--- src/rtl/mux_scan_pkg.sv ---
// Shared constants for the scanning channel multiplexer: mode encodings
// and the two-state select FSM.
package mux_scan_pkg;

  localparam logic MODE_MAN  = 1'b0;
  localparam logic MODE_SCAN = 1'b1;

  typedef enum logic {
    S_MAN  = 1'b0,
    S_SCAN = 1'b1
  } state_t;

endpackage

--- src/rtl/mux_scan_nto1_rr_next_sel.sv ---
// Round-robin successor search: the first channel with mask=1 strictly after
// cur, wrapping modulo N_CH. Returns cur itself when it is the only one enabled.
module rr_next_sel #(
  parameter int N_CH  = 4,
  parameter int SEL_W = $clog2(N_CH)
) (
  input  logic [SEL_W-1:0] cur,
  input  logic [N_CH-1:0]  mask,
  output logic [SEL_W-1:0] nxt,
  output logic             any
);

  logic [SEL_W:0]       step;
  logic [2*N_CH-1:0]    dbl;
  logic [2*N_CH-1:0]    shifted;
  logic [N_CH-1:0]      rot;
  logic [SEL_W-1:0]     idx;

  // Rotating by cur+1 puts the candidate search order at bit 0 upward,
  // so the lowest set bit of rot is the offset to the next enabled channel.
  always_comb begin
    step    = {1'b0, cur} + (SEL_W + 1)'(1);
    dbl     = {mask, mask};
    shifted = dbl >> step;
    rot     = shifted[N_CH-1:0];
    idx     = '0;
    for (int i = N_CH - 1; i >= 0; i--) begin
      if (rot[i]) idx = SEL_W'(i);
    end
    nxt = cur + SEL_W'(1) + idx;
    any = |mask;
  end

endmodule

--- src/rtl/mux_scan_nto1.sv ---
// Registered N-to-1 channel multiplexer with a manual (loadable select) mode
// and an auto-scan mode that walks enabled channels with a fixed dwell time.
module mux_scan_nto1
  import mux_scan_pkg::*;
#(
  parameter int N_CH  = 4,
  parameter int WIDTH = 1,
  parameter int DWELL = 1,
  parameter int SEL_W = $clog2(N_CH)
) (
  input  logic                  clk,
  input  logic                  rst,
  input  logic                  mode,
  input  logic                  sel_ld,
  input  logic [SEL_W-1:0]      sel_in,
  input  logic [N_CH-1:0]       en_mask,
  input  logic [N_CH*WIDTH-1:0] d,
  output logic [WIDTH-1:0]      o,
  output logic                  o_valid,
  output logic [SEL_W-1:0]      cur_sel
);

  localparam int              DW_W       = $clog2(DWELL + 1);
  localparam logic [DW_W-1:0] DWELL_LAST = DW_W'(DWELL - 1);

  state_t            state;
  logic [SEL_W-1:0]  sel_q;
  logic [SEL_W-1:0]  sel_d;
  logic [DW_W-1:0]   dwell_q;
  logic [DW_W-1:0]   dwell_d;
  logic [DW_W-1:0]   dwell_base;
  logic [SEL_W-1:0]  nxt_sel;
  logic              any_en;
  logic [WIDTH-1:0]  ch [N_CH];

  rr_next_sel #(
    .N_CH  (N_CH),
    .SEL_W (SEL_W)
  ) u_next (
    .cur  (sel_q),
    .mask (en_mask),
    .nxt  (nxt_sel),
    .any  (any_en)
  );

  always_comb begin
    for (int i = 0; i < N_CH; i++) begin
      ch[i] = d[i*WIDTH +: WIDTH];
    end
  end

  // The mode input of the current cycle governs the select update, so a
  // sel_ld arriving together with a scan-to-manual switch is honoured.
  // Entering scan restarts the dwell; a disabled current channel is left
  // immediately rather than after its dwell expires.
  always_comb begin
    sel_d      = sel_q;
    dwell_d    = dwell_q;
    dwell_base = (state == S_MAN) ? '0 : dwell_q;
    if (mode == MODE_MAN) begin
      dwell_d = '0;
      if (sel_ld) sel_d = sel_in;
    end else if (!any_en) begin
      sel_d   = sel_q;
      dwell_d = dwell_q;
    end else if (!en_mask[sel_q] || dwell_base == DWELL_LAST) begin
      sel_d   = nxt_sel;
      dwell_d = '0;
    end else begin
      dwell_d = dwell_base + DW_W'(1);
    end
  end

  always_ff @(posedge clk) begin
    if (rst) begin
      state   <= S_MAN;
      sel_q   <= '0;
      dwell_q <= '0;
      o       <= '0;
      o_valid <= 1'b0;
      cur_sel <= '0;
    end else begin
      state   <= (mode == MODE_SCAN) ? S_SCAN : S_MAN;
      sel_q   <= sel_d;
      dwell_q <= dwell_d;
      o       <= ch[sel_q];
      cur_sel <= sel_q;
      o_valid <= (mode == MODE_MAN) ? 1'b1 : en_mask[sel_q];
    end
  end

endmodule

--- config.mk ---
export PLATFORM = sky130hd
export DESIGN_NAME = mux_scan_nto1
export DESIGN_NICKNAME = d
export VERILOG_FILES = /design/src/rtl/mux_scan_pkg.sv /design/src/rtl/mux_scan_nto1_rr_next_sel.sv /design/src/rtl/mux_scan_nto1.sv
export SDC_FILE = /design/constraint.sdc
export NUM_CORES = 1
export LEC_CHECK = 0
export CAP_MARGIN = 0
export CORE_AREA = 2 2 39 41
export CTS_CLUSTER_SIZE = 40
export DETAILED_ROUTE_END_ITERATION = 12
export DIE_AREA = 0 0 41 43
export PLACE_DENSITY = 0.71
export SLEW_MARGIN = 20
export SYNTH_ARGS = -nofsm -noshare
export SYNTH_HDL_FRONTEND = slang
export SYNTH_SLANG_ARGS = --single-unit
--- constraint.sdc ---
create_clock -name clk -period 5 [get_ports clk]
set_clock_uncertainty 0.05 [all_clocks]
set_input_delay 1 -clock clk [delete_from_list [all_inputs] [get_ports clk]]
set_output_delay 1 -clock clk [all_outputs]
set_load 0.02 [all_outputs]
After elaboration in Yosys (flattened, before gate mapping)
Cells that the tools add are included.
{ "op_classes": {"add_sub_neg": 4, "multipliers": 0, "n_div": 0, "magnitude_cmp": 2, "eq_ne": 2, "shifts": 1, "n_mux": 17, "n_bitwise": 3, "n_reduce_logical": 6} }
{ "op_table": {"columns": ["operator", "count"], "rows": [
  ["$mux 2", 8],
  ["$shr 8x3->4", 1],
  ["$mux 1", 7],
  ["$bmux 1 s2", 2],
  ["$ne 2x1->1 const B", 2],
  ["$reduce_or 4->1", 1],
  ["$add 2x1->3 const B", 1],
  ["$ge 3x3->1 const B", 1],
  ["$lt 2x3->1 const B", 1],
  ["$not 2->3", 1],
  ["$reduce_and 3->1", 1],
  ["$add 2x1->2 const B", 1],
  ["$add 2x2->2", 1],
  ["$not 1->1", 2],
  ["$reduce_bool 2->1", 1],
  ["$reduce_or 2->1", 1],
  ["$add 1x1->1 const B", 1],
  ["$logic_not 1->1", 1],
  ["$logic_or 1x1->1", 1]
]} }
{ "totals": {"ff_bits": 8, "latch_bits": 0, "mem_bits_rw": 0, "mem_bits_ro": 0, "in_bits": 14, "output_inout_bits": 4, "mem_count": 0} }

Logic depth before layout (Yosys ltp)
{ "depth": {"word_depth": 10, "depth_mapped": 10, "ltp_nobuf": 9} }

Cells and area by module
A second synthesis with hierarchy kept.
{ "hier_totals": {"hier_cells": 57, "hier_area_um2": 506.7} }
{ "by_module_without_submodules": {"columns": ["module", "n_inst", "cells_each", "area_per_inst_um2", "seq_area_each_um2"], "rows": [
  ["mux_scan_nto1", 1, 28, 320.3, 160.2],
  ["rr_next_sel", 1, 29, 186.4, 0.0]
]} }

Worst setup path before layout
Ideal clock, no wire load.
{ "synth_timing": {"path_kind": "input port to flip-flop", "from": "in en_mask[1]", "to": "reg sel_q[0]", "setup_ps": 86, "arrival_time_ps": 2150, "required_time_ps": 4864, "path_slack_ps": 2714, "path_stages": 10, "cell_sequence": "buf_6 -> nor2_1 -> nor3_1 -> a21oi_1 -> o21ai_0 -> a21oi_1 -> ha_1 -> mux2i_1 -> nor2_1 -> a211oi_1"} }
{ "synth_via": {"elab_chain_cells": 9, "word_cells_on_any_way": 17, "cone_classes": "1 x add/sub; 2 x eq/ne; 1 x shift; 9 x mux; 4 x reduce/logical"} }
{ "synth_lines": {"columns": ["element", "line", "text"], "rows": [
  ["start: declaration", "mux_scan_nto1.sv:16", "input logic [N_CH-1:0] en_mask,"],
  ["$shr 8x3->4", "mux_scan_nto1_rr_next_sel.sv:24", "shifted = dbl >> step;"],
  ["$mux 2 (4 in a row)", "mux_scan_nto1_rr_next_sel.sv:28", "if (rot[i]) idx = SEL_W'(i);"],
  ["$add 2x2->2", "mux_scan_nto1_rr_next_sel.sv:30", "nxt = cur + SEL_W'(1) + idx;"],
  ["$mux 2", "mux_scan_nto1.sv:66", "end else if (!en_mask[sel_q] || dwell_base == DWELL_LAST) begin"],
  ["$mux 2", "mux_scan_nto1.sv:63", "end else if (!any_en) begin"],
  ["$mux 2", "mux_scan_nto1.sv:60", "if (mode == MODE_MAN) begin"],
  ["end signal: assignment", "mux_scan_nto1.sv:84", "sel_q <= sel_d;"],
  ["end: declaration", "mux_scan_nto1.sv:27", "logic [SEL_W-1:0] sel_q;"]
]} }
Parallel ways exist; a longest one is shown, timed or not. The select of a mux whose other input is x is not followed.
A chain may end at the register's enable or synchronous reset.

Final worst setup path
{ "layout_timing": {"from": "in en_mask[2]", "to": "reg sel_q[0]"} }
The elaborated chain is that of the path after synthesis.

==> results.toml <==
[drt]
wl_met1_um = 407
drt-pass1-iter-count = 2
final_antenna_net_count = 0
drtIter0Drc = 3
wl_per_cell_um = 10.90
drc = 0
vias_per_cell = 5.118
totalWireLength_um = 1014
met2_length_um = 533
wl_met3_um = 62
highest_layer = "met4"
via_count = 476

[clock_tree]
clock-sinks = 8
postCtsHoldBufs = 0
htreeDepth = 1
cts_buffers = 3
clk_latency_ps = 250
cts_buffer_depth = 2
post_cts_buffers = 0
cts-root-buf = "clkbuf_4"
cts_tree = "yes"
path_clk_slew_ps = 50
post_cts_resized = 0

[placement]
gp_congestion = 0.7039
hpwl_um = 797.9
numPortBuffers = 17

[die]
ios = 18
rows = 14
coreArea_um2 = 1384
start_util = 0.3770
dieArea_um2 = 1763
die_w_um = 41
dieHeight_um = 43

[worst_setup_path]
worst-setup-path-type = "input pin to register"
cp-startpoint = "en_mask[2]"
crit_arrival_ps = 2780
reg2reg_depth = 8
worstPathMaxFanout = 7
critPathRequiredTime_ps = 5120
critPathLaunchType = "input pin"
worst_setup_path_end_kind = "register"
timing.rr.start = "sel_q[0]"

[timing]
final-setup-viol-count = 0
hold_viol_final = 0
finalCriticalPeriod_ps = 2658
fmax_ghz = 0.3762
slew_violations = 0
finalSetupTns_ps = 0
tightest_slew_ps = 405.1
rsz0062_at_grt = "false"
max-slew-margin-rel = 0.7296
period_share = 0.5317

[run]
drv_cap = 0

[global_route]
track_usage = 0.1436
grt-ovfl-total = 0
grt_max_degree = 12
grt_first_pass_wirelength_um = 1697
grt_pass1_vias = 449
antenna_found_initial = 0

[hold_path]
hp-start = "dwell_q"
worstHoldPathCells = 2
hold_class = "register to register"

[final_layout]
antenna_cells = 0
fin_util = 0.5136
synthToLayoutAreaGrowth_pct = 36.21
drive_gt1_frac = 0.1299
nets = 94

[synth]
syn_avg_cell_area_um2 = 8.696
synth-seq-cells = 8
synth_area_leaders = "dfxtp_1 (31%), mux4_2 (8.6%), nor2_1 (7.2%)"
ys_types = 29
netlist_instances = 60
synth_top_area_cell = "dfxtp_1"
syn_nets = 75
synth_area_um2 = 521.8
synth_top_area_frac = 0.3070
yosysSeqAreaShare = 0.3070
yosys_warnings = 0

[pwr]
ir_drop_uv = 77.95
p_per_area_nw_per_um2 = 256.1
leakage_nw = 0.2693

[run_status]
status = "completed"
==> cells by family after synthesis <==
kind of cell | Yosys count | share of synthesized area
AO/OA/AOI/OAI | 13 | 0.1847
XOR/XNOR | 2 | 0.03358
adder cells (fa/ha/maj) | 1 | 0.02398
buffers and inverters | 8 | 0.08153
flip-flops | 8 | 0.3069
multiplexers | 3 | 0.1055
AND/OR/NAND/NOR | 25 | 0.2638
==> per-stage QoR <==
step / setup slack, ps / hold slack [ps] / cell area [µm²] / total power [mW] / cells
after floorplan: 2714 / 371.7 / 521.8 / 0.1150 / 60
after global placement: 2117 / 381.0 / 688.2 / 0.1350 / 90
after detailed placement: 2049 / 389.7 / 688.2 / 0.1357 / 90
after CTS: 2339 / 398.3 / 710.7 / 0.1852 / 93
after global routing: 2073 / 433.5 / 710.7 / 0.1970 / 93
final: 2342 / 395.3 / 710.7 / 0.1820 / 93
==> worst paths after layout <==
| path | endpoint | slack (ps) |
|---|---|---|
| worst max-delay path | sel_q[0] | 2340 |
| worst min-delay path | dwell_q | 400 |
| worst max register to register | sel_q[0] | 3220 |
| worst min register to register | dwell_q | 400 |
==> synth_stat cells <==
| cell | n |
|---|---|
| a211oi_1 | 1 |
| a21oi_1 | 4 |
| a31oi_1 | 1 |
| a31oi_4 | 1 |
| a32oi_1 | 1 |
| and2b_2 | 3 |
| buf_2 | 1 |
| buf_4 | 1 |
| buf_6 | 1 |
| dfxtp_1 | 8 |
| ha_1 | 1 |
| inv_1 | 5 |
| mux2i_1 | 1 |
| mux4_2 | 2 |
| nand2_1 | 2 |
| nand2b_1 | 2 |
| nand3_1 | 1 |
| nand3_2 | 1 |
| nor2_1 | 10 |
| nor2b_1 | 1 |
| nor3_1 | 2 |
| nor4_1 | 1 |
| nor4bb_1 | 1 |
| o21ai_0 | 2 |
| o21ai_1 | 1 |
| o32ai_1 | 2 |
| or2_1 | 1 |
| xnor2_1 | 1 |
| xor2_1 | 1 |
==> layout make-up <==
cell class / count / area, µm²
fill: 135 / 673.1
multi-input combinational: 44 / 319.1
timing repair buffer: 17 / 170.2
sequential: 8 / 160.2
clock buffer: 3 / 22.52
tap: 16 / 20.02
inverter: 5 / 18.77
==> cells in the final DEF (no fill, tap or decap), types with 2 or more instances in the layout <==
master           synthesis  layout
a21oi_1                  4       4
and2b_2                  3       3
clkbuf_4                 0       3
clkdlybuf4s50_1          0      17
dfxtp_1                  8       8
inv_1                    5       5
mux4_2                   2       2
nand2_1                  2       2
nand2b_1                 2       2
nor2_1                  10      10
nor3_1                   2       2
o21ai_0                  2       2
o32ai_1                  2       2
==> metal layers <==
| metal | global-route usage | vias to the layer above |
|---|---|---|
| li1 | - | 246 |
| met1 | 0.1678 | 215 |
| met2 | 0.2188 | 13 |
| met3 | 0.01571 | 2 |
| met4 | 0.1200 | 0 |
| met5 | 0 | - |
==> report_power, final <==
| part | internal, mW | switching [mW] |
|---|---|---|
| combinational | 0.0333 | 0.0242 |
| sequential | 0.0695 | 0.00688 |
| clock | 0.0274 | 0.0208 |
| total | 0.130 | 0.0518 |
==> sequential cells by signal, indices dropped and copies added, names as in the netlist <==
signal	count
cur_sel	2
sel_q	2
dwell_q	1
o	1
o_valid	1
state	1
==> worst max-delay path, stage by stage <==
cell and delay [ps]:
clkdlybuf4s50_1 590, inv_1 90, nor3_1 160, a31oi_1 50, o21ai_0 170, a21oi_1 60, ha_1 280, mux2i_1 130
nor2_1 50, a211oi_1 190
(Power assumes the default switching activity.)
==> variant, RTL diff (same settings) <==
Make the reset (`rst`) asynchronous in one clocked block.
--- a/src/rtl/mux_scan_nto1.sv
+++ b/src/rtl/mux_scan_nto1.sv
@@ -73,3 +73,3 @@
 
-  always_ff @(posedge clk) begin
+  always_ff @(posedge clk or posedge rst) begin
     if (rst) begin
Formal check against the unedited RTL: differs if rst is asserted again (counterexample within 4 cycles, from zero or initial values and one cycle with rst high); with rst held inactive, the same outputs for 10 cycles.
==> variant against the unedited design <==
Routed wire length rose by 6.9%. Design area rose by 9.9%. Sequential cell count did not move. Worst setup slack got worse by 0.22 ns. Non-clock buffer count did not move. Synthesized area rose by 15%. Cell count rose by 1.1%. Highest routed layer unchanged.
Power is not compared: it rests on default switching activity, and its combinational part moved more than twofold at a synthesized area within 25%.
==> variant: results (changes against the unedited design) <==
hold_path:
  hold_path_end: "dwell_q"
  hp-start: "dwell_q"
  holdPathStages: 2  # unchanged
yosys:
  synth.top_cell.area_share: 0.335  # +0.0278
  ys_seq_area_frac: 0.335  # +0.0278
  ys_types: 30  # +3.4%
  yosys_warnings: 0  # unchanged
  ys.flop_type: "dfrtp_1"
  synth_common_cells: "dfrtp_1 (8), nor2_1 (7), nand2_1 (6)"
  syn_avg_cell_area_um2: 9.80  # +13%
  synth-async-reset-ratio: 1.00  # +1.00
  synthTopCellsByArea: "dfrtp_1 (33%), mux2i_1 (5.0%), mux4_1 (4.4%)"
  synth_nets: 76  # +1.3%
finish:
  fin_cells: 94  # +1.1%
  flops_and_latches: 8  # unchanged
  buf_share: 0.218  # -0.0215
  nets: 95  # +1.1%
  ff_latch_area_um2: 200  # +25%
  multi_input_area_share: 0.452  # +0.00298
  fin_util: 0.564  # +0.0506
  final-clk-cell-share: 0.0288  # -0.00284
  n_all_inverters: 4  # -1
  fillCellCount: 153  # +13%
  comb.multi_input.count: 46  # +4.5%
  clock_buffers: 3  # unchanged
global_route:
  grt_max_degree: 14  # +2
  grt.met2_usage: 0.253  # +0.0344
  grt_pass1_wl_um: 1990  # +17%
  grt_use_met1: 0.208  # +0.0400
  gr-usage-all-layers: 0.164  # +0.0206
cts:
  clkLatencyLatePin_ns: 0.24
  cts_max_level: 1  # unchanged
setup_path:
  r2r_cells: 9  # +1
  startpoint: "en_mask[3]"
  r2r-end: "sel_q[1]"
  ff2ff_setup_slack_ns: 2.92  # -0.30 ns
  reg2reg_from: "sel_q[0]"
  path_max_fanout: 8  # +1
timing:
  slew_headroom: 0.723  # -0.00691
  timing.hold.ws_ns: 0.446  # +0.0503 ns
  fin_ws_ns: 2.13  # -0.215 ns
run_status:
  status: "complete, no violations"
routing:
  wl_per_cell_um: 11.5  # +5.8%
  num_vias: 494  # +3.8%
  dr.pass1.iters: 3  # +1
  drt_iter0_drc: 2  # -1
placement:
  numPortBuffers: 17  # unchanged
  place_congestion: 0.746  # +5.9%
  placed_cell_area_um2: 758  # +10%
  pre_cts_ws_ns: 1.88  # -0.169 ns
  dp_cells: 91  # +1.1%
power:
  p_sw_uw: 114
variant: power groups by stage:
stage	registers (mW)	logic, mW	clock network [mW]
floorplan	0.115	0.111	0
global placement	0.116	0.151	0
detailed placement	0.117	0.153	0
CTS	0.115	0.154	0.0482
global route	0.121	0.170	0.0525
finish	0.115	0.152	0.0459
variant: critical path, stage by stage:
cell	delay [ns]
clkdlybuf4s50_1	0.63
nand2_1	0.08
nor2_1	0.09
a21oi_1	0.05
o221ai_1	0.17
a21oi_1	0.06
ha_1	0.22
nor4_1	0.33
nor3_1	0.08
a211o_1	0.22
variant: kinds of logic after synthesis:
family / Yosys count / share of synthesized area
multiplexers: 6 / 0.138
buffers and inverters: 7 / 0.0753
AO/OA/AOI/OAI: 12 / 0.188
adder cells (fa/ha/maj): 1 / 0.0209
AND/OR/NAND/NOR: 27 / 0.243
flip-flops: 8 / 0.335
variant: per-layer routing:
layer	vias up	share of wire
met1	227	0.45
li1	253	-
met5	-	0
met2	12	0.49
met3	2	0.048
met4	0	0.012
